--- src/rtl/cpu_debug_ctrl.sv ---
// cpu_debug_ctrl: run/step/breakpoint sequencer for the board-test MIPS CPU.
// Commands arrive as bytes from the UART RX FIFO (show-ahead) or as rising
// edges of the debounced step button. The controller gates the CPU with a
// one-cycle clock-enable (cpu_step), holds the CPU in reset on request, and
// asks the UART dump controller for a register dump after every step or run.
`timescale 1ns/1ps

module cpu_debug_ctrl #(
    parameter int PC_W       = 32,
    parameter int CNT_W      = 24,
    parameter int RST_CYCLES = 4
) (
    input  logic            clk,
    input  logic            reset,
    input  logic            rx_empty,
    input  logic [7:0]      r_data,
    output logic            rd,
    input  logic            step_btn,
    input  logic [PC_W-1:0] cpu_pc,
    input  logic            cpu_done,
    output logic            cpu_step,
    output logic            cpu_rst_n,
    output logic            dump_req,
    input  logic            dump_busy,
    output logic            halted,
    output logic [15:0]     step_cnt
);

    // Command bytes understood by the controller.
    localparam logic [7:0] CMD_STEP  = 8'h73; // 's'
    localparam logic [7:0] CMD_RUN   = 8'h72; // 'r'
    localparam logic [7:0] CMD_RESET = 8'h78; // 'x'
    localparam logic [7:0] CMD_BP    = 8'h62; // 'b'
    localparam logic [7:0] CMD_CLEAR = 8'h63; // 'c'
    localparam logic [7:0] CMD_HALT  = 8'h68; // 'h'

    // Reset-cycle counter only needs to reach RST_CYCLES-1.
    localparam int              RST_W    = (RST_CYCLES > 1) ? $clog2(RST_CYCLES) : 1;
    localparam logic [RST_W-1:0] RST_LAST = RST_W'(RST_CYCLES - 1);

    typedef enum logic [2:0] {
        S_RST,
        S_IDLE,
        S_STEP,
        S_RUN,
        S_BP_LOAD,
        S_DUMP_REQ,
        S_DUMP_WAIT
    } state_t;

    state_t            state;
    state_t            state_d;

    logic [RST_W-1:0]  rst_cnt;     // cycles spent in S_RST so far
    logic [CNT_W-1:0]  run_cnt;     // steps issued in the current run
    logic              run_first;   // first cycle of a run: breakpoint is masked
    logic [2:0]        nib_cnt;     // hex digits accepted in S_BP_LOAD
    logic [PC_W-1:0]   shadow;      // breakpoint being assembled
    logic [PC_W-1:0]   shadow_next;
    logic [PC_W-1:0]   bp;
    logic              bp_en;
    logic              btn_q;

    logic              btn_edge;
    logic [4:0]        hex;         // {valid, value} of the FIFO head byte
    logic              bp_hit;
    logic              run_stop;
    logic              enter_rst;
    logic              enter_run;
    logic              bp_digit;    // valid hex digit popped in S_BP_LOAD
    logic              bp_commit;   // final digit of a breakpoint popped
    logic              bp_clear;

    // ASCII hex digit decode; bit 4 flags a valid digit.
    function automatic logic [4:0] hex_decode(input logic [7:0] c);
        logic [4:0] v;
        v = 5'b0;
        if (c >= 8'h30 && c <= 8'h39) begin
            v = {1'b1, c[3:0]};
        end else if ((c >= 8'h41 && c <= 8'h46) || (c >= 8'h61 && c <= 8'h66)) begin
            v = {1'b1, c[3:0] + 4'd9};
        end
        return v;
    endfunction

    assign btn_edge    = step_btn & ~btn_q;
    assign hex         = hex_decode(r_data);
    assign shadow_next = (shadow << 4) | PC_W'(hex[3:0]);
    assign bp_hit      = bp_en && (cpu_pc == bp) && !run_first;

    // Registered-state decodes.
    assign halted    = (state == S_IDLE);
    assign cpu_rst_n = (state != S_RST);
    assign dump_req  = (state == S_DUMP_REQ);

    // FSM state register.
    always_ff @(posedge clk) begin
        // NOTE: the reset is synchronous, so it lives inside the clocked
        // branch and is only seen on a rising clk edge.
        if (!reset) begin
            state <= S_RST;
        end else begin
            // NOTE: sequential state uses non-blocking assignment so every
            // register samples pre-edge values regardless of block order.
            state <= state_d;
        end
    end

    // Next-state decode plus the two combinational outputs rd and cpu_step.
    always_comb begin
        // NOTE: every output gets a default first; a path that skips an
        // assignment would otherwise infer a latch.
        state_d   = state;
        rd        = 1'b0;
        cpu_step  = 1'b0;
        run_stop  = 1'b0;
        bp_digit  = 1'b0;
        bp_commit = 1'b0;
        bp_clear  = 1'b0;

        case (state)
            S_RST: begin
                if (rst_cnt == RST_LAST) begin
                    state_d = S_IDLE;
                end
            end

            S_IDLE: begin
                // UART wins over the button; an edge in the same cycle is lost.
                if (!rx_empty) begin
                    rd = 1'b1;
                    case (r_data)
                        CMD_STEP:  state_d = cpu_done ? S_DUMP_REQ : S_STEP;
                        CMD_RUN:   state_d = cpu_done ? S_DUMP_REQ : S_RUN;
                        CMD_RESET: state_d = S_RST;
                        CMD_BP:    state_d = S_BP_LOAD;
                        CMD_CLEAR: bp_clear = 1'b1;
                        default:   state_d = S_IDLE;
                    endcase
                end else if (btn_edge) begin
                    state_d = cpu_done ? S_DUMP_REQ : S_STEP;
                end
            end

            S_STEP: begin
                cpu_step = 1'b1;
                state_d  = S_DUMP_REQ;
            end

            S_RUN: begin
                // Every byte is drained during a run; only 'h' has an effect.
                rd       = !rx_empty;
                run_stop = cpu_done
                         || bp_hit
                         || (!rx_empty && (r_data == CMD_HALT))
                         || (run_cnt == {CNT_W{1'b1}});
                if (run_stop) begin
                    state_d = S_DUMP_REQ;
                end else begin
                    cpu_step = 1'b1;
                end
            end

            S_BP_LOAD: begin
                if (!rx_empty) begin
                    rd = 1'b1;
                    if (!hex[4]) begin
                        state_d = S_IDLE;
                    end else begin
                        bp_digit = 1'b1;
                        if (nib_cnt == 3'd7) begin
                            bp_commit = 1'b1;
                            state_d   = S_IDLE;
                        end
                    end
                end
            end

            S_DUMP_REQ: begin
                if (dump_busy) begin
                    state_d = S_DUMP_WAIT;
                end
            end

            S_DUMP_WAIT: begin
                if (!dump_busy) begin
                    state_d = S_IDLE;
                end
            end

            default: state_d = S_RST;
        endcase
    end

    assign enter_rst = (state_d == S_RST) && (state != S_RST);
    assign enter_run = (state_d == S_RUN) && (state != S_RUN);

    // Reset-hold counter, run counter and step counter.
    always_ff @(posedge clk) begin
        if (!reset) begin
            rst_cnt   <= '0;
            run_cnt   <= '0;
            run_first <= 1'b0;
            step_cnt  <= '0;
        end else begin
            if (enter_rst) begin
                rst_cnt <= '0;
            end else if (state == S_RST) begin
                rst_cnt <= rst_cnt + RST_W'(1);
            end

            if (enter_run) begin
                run_cnt   <= '0;
                run_first <= 1'b1;
            end else if (state == S_RUN) begin
                run_first <= 1'b0;
                if (cpu_step) begin
                    run_cnt <= run_cnt + CNT_W'(1);
                end
            end

            // A CPU reset restarts the count; otherwise count every issued step.
            if (enter_rst) begin
                step_cnt <= '0;
            end else if (cpu_step) begin
                step_cnt <= step_cnt + 16'd1;
            end
        end
    end

    // Breakpoint shadow/commit path and button edge register.
    always_ff @(posedge clk) begin
        if (!reset) begin
            nib_cnt <= '0;
            shadow  <= '0;
            bp      <= '0;
            bp_en   <= 1'b0;
            btn_q   <= step_btn;
        end else begin
            btn_q <= step_btn;

            if (state_d == S_BP_LOAD && state != S_BP_LOAD) begin
                nib_cnt <= '0;
            end else if (bp_digit) begin
                nib_cnt <= nib_cnt + 3'd1;
                shadow  <= shadow_next;
            end

            if (bp_clear) begin
                bp_en <= 1'b0;
            end else if (bp_commit) begin
                bp    <= shadow_next;
                bp_en <= 1'b1;
            end
        end
    end

endmodule

--- config.mk ---
export PLATFORM = sky130hd
export DESIGN_NAME = cpu_debug_ctrl
export DESIGN_NICKNAME = d
export VERILOG_FILES = /design/src/rtl/cpu_debug_ctrl.sv
export SDC_FILE = /design/constraint.sdc
export NUM_CORES = 1
export LEC_CHECK = 0
export BUFFER_PORTS_ARGS = -buffer_cell sky130_fd_sc_hd__buf_2
export CORE_MARGIN = 1
export CORE_UTILIZATION = 46
export CTS_BUF_LIST = sky130_fd_sc_hd__clkbuf_2
export CTS_CLUSTER_SIZE = 16
export DETAILED_ROUTE_END_ITERATION = 8
export HOLD_SLACK_MARGIN = 0.08
export PLACE_DENSITY = 0.69
export REMOVE_ABC_BUFFERS = 1
export SYNTH_ARGS = -nofsm -noshare
export SYNTH_HDL_FRONTEND = slang
export SYNTH_SLANG_ARGS = --single-unit
--- constraint.sdc ---
create_clock -name clk -period 7.2 [get_ports clk]
set_clock_uncertainty 0.1 [all_clocks]
set_input_delay 1.44 -clock clk [delete_from_list [all_inputs] [get_ports clk]]
set_output_delay 1.44 -clock clk [all_outputs]
set_load 0.02 [all_outputs]
==> impl_metrics.csv, run 1 <==
group,metric,value,unit
timing,slew_headroom,0.1578,
clocking,clk_latency,0.63,ns
cells_and_area,drive_above_1_share,0.1437,
placement,gp_congestion,0.8096,
placement,place_ws,2.062,ns
critical_path,crit_type,"in2out",
power_and_ir_drop,finalPower,1.007,mW
clocking,cts.clk_slew.worst_paths,0.28,ns
clocking,clkSinkCount,111,
timing,setup_ws,2.055,ns
min_path,worstHoldPathType,"reg2reg",
drt,drt-met1-wl,5.980,mm
floorplan,io_pins,67,
flow_run,cap_violations,0,
floorplan,fp-row-count,39,
power_and_ir_drop,leakagePower,2.281,nW
drt,drtAntennaViolNets,0,
min_path,hold_start,"shadow[13]$_SDFFE_PN0P_",
power_and_ir_drop,switchingPower,0.2933,mW
yosys,synth_edf_count,0,
clocking,cts_tree,"built",
min_path,min_to,"bp[17]$_SDFFE_PN0P_",
timing,fmax,0.1944,GHz
yosys,syn_avg_cell_area,8.222,sq um
timing,drv_slew,0,
cells_and_area,final_cells,860,
critical_path,crit_start,"cpu_pc[28]",
cells_and_area,antenna_cells,0,
critical_path,ff2ff_path_depth,7,
yosys,netlist_area,5509,sq um
global_route,grt_max_degree,58,
timing,setup_viol,0,
power_and_ir_drop,powerDensity,168.7,nW/um^2
min_path,whs_path_depth,2,
timing,whs,0.3625,ns
drt,met2_length,6.067,mm
global_route,grt_util_all_layers,0.2121,
yosys,ys_seq_area_frac,0.4034,
yosys,synth-main-ff-cell,"dfxtp_1",
floorplan,start_util,0.4764,
critical_path,crit_fanout,22,
yosys,netlist_instances,670,
clocking,clk_path_buf_depth,2,
yosys,synth_seq_cells,111,
global_route,antenna_found_initial,0,
cells_and_area,layout.nets,768,
critical_path,cp.arrival,3.60,ns
critical_path,r2r_slack,3.40,ns
timing,rsz0062_at_grt,"no",
power_and_ir_drop,power.internal,0.7140,mW
drt,post_drt_via_cell_ratio,5.693,
cells_and_area,syn2layout_area_growth,8.381,%
critical_path,crit-reg2reg-launch,"bp[28]$_SDFFE_PN0P_",
cells_and_area,nFillCells,1110,
cells_and_area,finish.utilization,0.5163,
global_route,grt_pass1_vias,4619,
floorplan,core,11560,sq um
power_and_ir_drop,comb_power_share,0.116,
floorplan,dieHeight,111.4,microns
cells_and_area,stdcell_area,5971,sq um
drt,vias,4896,
drt,wirelength,12.81,mm
drt,top_layer,"met4",
run_status,run_status,"complete, but fails checks",
run_status,violations,"design-rule violations",
power_and_ir_drop,pwr-share-clk,0.257,
critical_path,start_kind,"input pin",
floorplan,die_area,12420,sq um
timing,hold_viol_final,0,
drt,drt_first_pass_iters,7,
yosys,ys_warn_count,0,
critical_path,crit_required,5.66,ns
critical_path,rr_endpoint,"step_cnt[13]$_SDFFE_PP0P_",
clocking,htree_levels,3,
drt,drc,2,
timing,setup-tns-final,0,ns
power_and_ir_drop,p_seq_frac,0.626,
drt,wl_per_cell,14.90,microns
timing,fin_crit,5.145,ns
drt,routed-wl-met3,629,microns
clocking,cts-hold-fix-buffers,0,
clocking,cts_root_buffer,"clkbuf_2",
global_route,grt_overflow,0,
drt,drt_iter0_drc,381,
floorplan,fp.dieW,111.4,microns
power_and_ir_drop,p_sw_frac,0.2911,
global_route,grt_pass1_wl,21.58,mm
clocking,cts.repair.resized,0,
yosys,async_flop_share,0,
critical_path,endpoint_kind,"output pin",
clocking,cts_setup_buffers,0,
timing,worst_pin_slew,1.254,ns
placement,portBuffers,66,
power_and_ir_drop,vdd_ir_drop_max,0.1011,mV
yosys,synth_cell_types,68,
placement,place_hpwl,8.933,mm
timing,min_period_over_period,0.7146,
clocking,cts-buffers-inserted,9,
placement,place_area,5876,sq um
placement,place_inst,844,
how the worst max path moves through the flow:
stage / to / slack (ns) / cells after the start
floorplan: bp[0]$_SDFFE_PN0P_ / 2.47 / 9
global placement: cpu_step / 2.03 / 8
detailed placement: cpu_step / 2.06 / 8
CTS: cpu_step / 2.05 / 8
global route: cpu_step / 1.83 / 8
finish: cpu_step / 2.06 / 8
per-layer routing:
| layer | vias to the layer above | GRT usage |
|---|---|---|
| met1 | 2329 | 0.2692 |
| li1 | 2436 | - |
| met4 | 0 | 0.06126 |
| met3 | 15 | 0.05280 |
| met5 | - | 0 |
| met2 | 116 | 0.3563 |
synth_stat cells, types with 2 or more instances:
library cell / instances / area [sq um]
nand2_1: 130 / 488.0
dfxtp_1: 111 / 2222
a21oi_1: 64 / 320.3
xor2_1: 50 / 437.9
nor2_1: 38 / 142.6
clkbuf_1: 23 / 86.33
o21ai_0: 21 / 105.1
nand4_1: 18 / 112.6
inv_1: 17 / 63.81
nand3_1: 15 / 75.07
or3_1: 14 / 87.58
and3_1: 13 / 81.33
buf_2: 12 / 60.06
a211oi_1: 11 / 82.58
ha_1: 10 / 125.1
nor3_1: 9 / 45.04
a221oi_1: 8 / 70.07
nor4_1: 8 / 50.05
xnor2_1: 8 / 70.07
and2_1: 7 / 43.79
and4_1: 5 / 43.79
nor2b_1: 5 / 31.28
o31ai_1: 5 / 37.54
or4_1: 5 / 37.54
a221oi_2: 3 / 45.04
a31oi_1: 3 / 18.77
buf_6: 3 / 33.78
nand3b_1: 3 / 22.52
o21a_1: 3 / 22.52
a211oi_2: 2 / 25.02
a22oi_1: 2 / 15.01
a311oi_1: 2 / 17.52
buf_4: 2 / 15.01
mux2_2: 2 / 22.52
mux2i_1: 2 / 20.02
nand4b_1: 2 / 17.52
o2111a_1: 2 / 22.52
o21bai_1: 2 / 15.01
area by class of cell:
cell class	count	area [sq um]	area share
clock buffer	10	50.05	0.008382
inverter	18	67.56	0.01132
multi-input combinational	501	3039	0.5090
tap	143	178.9	0.02997
clock inverter	6	45.04	0.007544
timing repair buffer	71	367.9	0.06161
sequential	111	2222	0.3722
cells in the final DEF (no fill, tap or decap), types with 2 or more instances in the layout:
| master | n |
|---|---|
| and3_1 | 13 |
| and4_1 | 5 |
| nand4_1 | 18 |
| mux2_2 | 2 |
| xor2_1 | 50 |
| mux2i_1 | 2 |
| nor3_1 | 9 |
| o21a_1 | 3 |
| a221oi_1 | 8 |
| a31oi_1 | 3 |
| nand4b_1 | 2 |
| a21oi_1 | 64 |
| or3_1 | 14 |
| ha_1 | 10 |
| nand3_1 | 15 |
| nor2b_1 | 5 |
| a211oi_1 | 11 |
| a211oi_2 | 2 |
| a22oi_1 | 2 |
| buf_4 | 5 |
| inv_1 | 17 |
| buf_2 | 66 |
| xnor2_1 | 8 |
| nor4_1 | 8 |
| clkbuf_2 | 10 |
| nand2_1 | 130 |
| o2111a_1 | 2 |
| o21bai_1 | 2 |
| o21ai_0 | 21 |
| or4_1 | 5 |
| dfxtp_1 | 111 |
| nand3b_1 | 3 |
| o31ai_1 | 5 |
| nor2_1 | 38 |
| and2_1 | 7 |
| a221oi_2 | 3 |
| a311oi_1 | 2 |
critical path, stage by stage:
cell      delay (ns)
buf_2           0.10
xor2_1          0.13
nor4_1          0.42
nand4_1         0.26
o2111a_1        0.37
nor2_2          0.61
inv_1           0.08
buf_2           0.18
power by group through the flow:
stage                     logic [mW]  registers (mW)  clock network (mW)
after global placement         0.113           0.641                   0
after CTS                      0.117           0.631               0.273
final                          0.117           0.631               0.259
after global routing           0.129           0.633               0.294
after detailed placement       0.117           0.642                   0
after floorplan               0.0716           0.640                   0
cell families (layout without fill, tap and decap cells):
kind of cell               Yosys count  count (layout)  share of synthesized area
and+or+nand+nor                    283             283                     0.2532
AOI/OAI and AO/OA                  146             146                     0.1731
DFF                                111             111                     0.4034
xor gates and xnor gates            58              58                    0.09221
buffers and inverters               58             105                    0.04769
adders and majority gates           10              10                    0.02271
muxes                                4               4                   0.007722
registers in the layout, indices dropped and copies added, names as in the netlist:
name and count:
nib_cnt 3, bp 32, btn_q 1, run_first 1
bp_en 1, state 3, shadow 28, run_cnt 24
step_cnt 16, rst_cnt 2
(Power assumes the default switching activity.)
==> run 2, diff against run 1 <==
ABC_AREA = 1   (was unset)
PLACE_DENSITY = 0.68   (was 0.69)
clock period = 5.2 ns   (was 7.2 ns; I/O delays follow)
==> run 2 against run 1 <==
The flow now finishes without violations. Critical path depth increased by 4. Non-clock buffer count decreased by 3. Power increased by 39%. Sequential cell count unchanged.
==> impl_metrics.csv, run 2 <==
group,metric,value,unit
critical_path,crit_type,"reg2out",
flow_run,cap_violations,0,
cells_and_area,stdcell_area,6711,sq um
yosys,synth.area.top_cells,"dfxtp_1, nand2_1, nor2_1, inv_1, o21ai_0",
power_and_ir_drop,leakagePower,2.834,nW
timing,worst_pin_slew,0.9540,ns
critical_path,cp.arrival,2.89,ns
yosys,yosysTopAreaCell,"dfxtp_1",
timing,fin_crit,4.033,ns
drt,drt_iter0_drc,371,
global_route,antenna_found_initial,1,
critical_path,crit_start,"run_cnt[0]$_SDFFE_PP0P_",
yosys,netlist_area,6213,sq um
timing,min_period_over_period,0.7756,
drt,drtAntennaViolNets,0,
cells_and_area,drive_above_1_share,0.1278,
clocking,cts_setup_buffers,0,
floorplan,core,13190,sq um
placement,place_area,6606,sq um
clocking,cts_root_buffer,"clkbuf_2",
timing,setup_viol,0,
cells_and_area,layout_commonest_cell,"nand2_1",
critical_path,cpPeakStageDelay,0.45,ns
critical_path,cp_top_family,"simple AND/OR/NAND/NOR gates",
placement,place_inst,1154,
placement,place_ws,1.210,ns
clocking,cts.clk_slew.worst_paths,0.33,ns
global_route,grt_pass1_wl,22.41,mm
power_and_ir_drop,powerDensity,209.3,nW/um^2
clocking,clkSinkCount,111,
critical_path,crit_buf_inv,3,
yosys,synth_cell_types,36,
cells_and_area,syn2layout_area_growth,8.015,%
cells_and_area,top_register,"bp",
yosys,ys_seq_area_frac,0.3576,
clocking,cts-buffers-inserted,9,
cells_and_area,largest_registers,"bp x32, shadow x28, run_cnt x24",
floorplan,die_area,13980,sq um
clocking,cts-hold-fix-buffers,0,
clocking,htree_levels,3,
power_and_ir_drop,finalPower,1.405,mW
global_route,grt_util_all_layers,0.1929,
floorplan,dieHeight,118.2,microns
critical_path,crit_fanout,36,
yosys,ys_warn_count,0,
yosys,yosysMostFrequentCell,"nand2_1",
placement,gp_congestion,0.8748,
timing,slew_headroom,0.3633,
yosys,synth_edf_count,0,
yosys,syn_avg_cell_area,6.596,sq um
floorplan,io_pins,67,
min_path,hold_start,"bp[5]$_SDFFE_PN0P_",
global_route,grt_overflow,0,
clocking,cts_tree,"built",
cells_and_area,finish.utilization,0.5088,
critical_path,endpoint_kind,"output pin",
cells_and_area,largest_reg_flops,32,
drt,post_drt_via_cell_ratio,4.769,
drt,drt_first_pass_iters,4,
yosys,async_flop_share,0,
drt,wl_per_cell,11.07,microns
yosys,synth.top_cell.area_share,0.3576,
timing,setup-tns-final,0,ns
yosys,netlist_instances,942,
drt,drc,0,
critical_path,path_cells,"ha_1, nand2_1, nor2_1, nand2_1, nor2_1, nand2_1, nand2_1, inv_2, nand3_4, buf_4, nand2_2, buf_2",
cells_and_area,final_cells,1171,
run_status,run_status,"finished, final reports clean",
yosys,synthTopCellsByCount,"nand2_1, nor2_1, inv_1",
cells_and_area,layout.nets,1045,
power_and_ir_drop,vdd_ir_drop_max,0.1228,mV
timing,rsz0062_at_grt,"no",
critical_path,start_kind,"register",
floorplan,fp.dieW,118.2,microns
critical_path,crit-reg2reg-launch,"state[1]$_SDFF_PN0_",
timing,fmax,0.2479,GHz
yosys,synth-main-ff-cell,"dfxtp_1",
timing,hold_viol_final,0,
clocking,clk_latency,0.64,ns
timing,setup_ws,1.167,ns
critical_path,crit_required,4.06,ns
global_route,grt_pass1_vias,4980,
clocking,cts.repair.resized,0,
drt,vias,5584,
yosys,synth_seq_cells,111,
drt,wirelength,12.96,mm
global_route,grt_max_degree,64,
placement,portBuffers,66,
min_path,worstHoldPathType,"reg2reg",
clocking,clk_path_buf_depth,2,
timing,drv_slew,0,
floorplan,start_util,0.4711,
floorplan,fp-row-count,42,
cells_and_area,nFillCells,1409,
timing,whs,0.3883,ns
critical_path,crit_path_frequent_cell,"nand2_1",
placement,place_hpwl,9.299,mm
critical_path,cp_slowest_cell,"dfxtp_1",
cells_and_area,most-common-layout-cells,"nand2_1, nor2_1, inv_1",
-- run 2: worst paths after layout --
check | end | slack [ns] | depth (start not counted)
setup reg to reg | shadow[2]$_SDFFE_PN0P_ | 2.47 | 7
setup / recovery | cpu_step | 1.17 | 12
hold reg to reg | bp[5]$_SDFFE_PN0P_ | 0.39 | 2
hold / removal | bp[5]$_SDFFE_PN0P_ | 0.39 | 2
-- run 2: power breakdown --
| part | total (mW) | switching [mW] | internal, mW |
|---|---|---|---|
| Combinational | 0.152 | 0.0970 | 0.0548 |
| Clock | 0.381 | 0.307 | 0.0745 |
| Sequential | 0.872 | 0.00766 | 0.864 |
| Total | 1.40 | 0.411 | 0.994 |
-- run 2: final cells by class --
type                    count  area [sq um]  share of cell area
clock buffers              10         50.05            0.007457
flip-flops and latches    111          2222              0.3311
inverters                 148         555.5             0.08277
diodes                      1         2.502           0.0003729
repair buffers             68         345.3             0.05145
clock inverters             6         52.55            0.007830
well taps                 176         220.2             0.03281
multi-input cells         651          3263              0.4862
-- run 2: kinds of logic (layout without fill, tap and decap cells) --
logic type | Yosys count | in the layout | share of synthesized area
buffers and inverters | 180 | 232 | 0.1172
AOI/OAI and AO/OA | 150 | 150 | 0.1323
xor gates and xnor gates | 48 | 48 | 0.06766
DFF | 111 | 111 | 0.3576
muxes | 1 | 1 | 0.001611
other | 0 | 1 | 0
and+or+nand+nor | 442 | 442 | 0.3035
adders and majority gates | 10 | 10 | 0.02014
-- run 2: worst register-to-register path, delay by kind of cell, from the launching register on --
family          cells  cell delay, ns
simple gates        4            0.88
buf+inv             1            0.86
flops               1            0.47
compound gates      2            0.39
-- run 2: routing by layer --
metal  vias up  part of all wire  routed length, microns  GRT usage
met2        90              0.43                    5538     0.3015
li1       3049                 -                       -          -
met5         -                 0                       0          0
met3        15             0.033                     422    0.02847
met4         0             0.015                     197    0.07051
met1      2430              0.52                    6804     0.2686
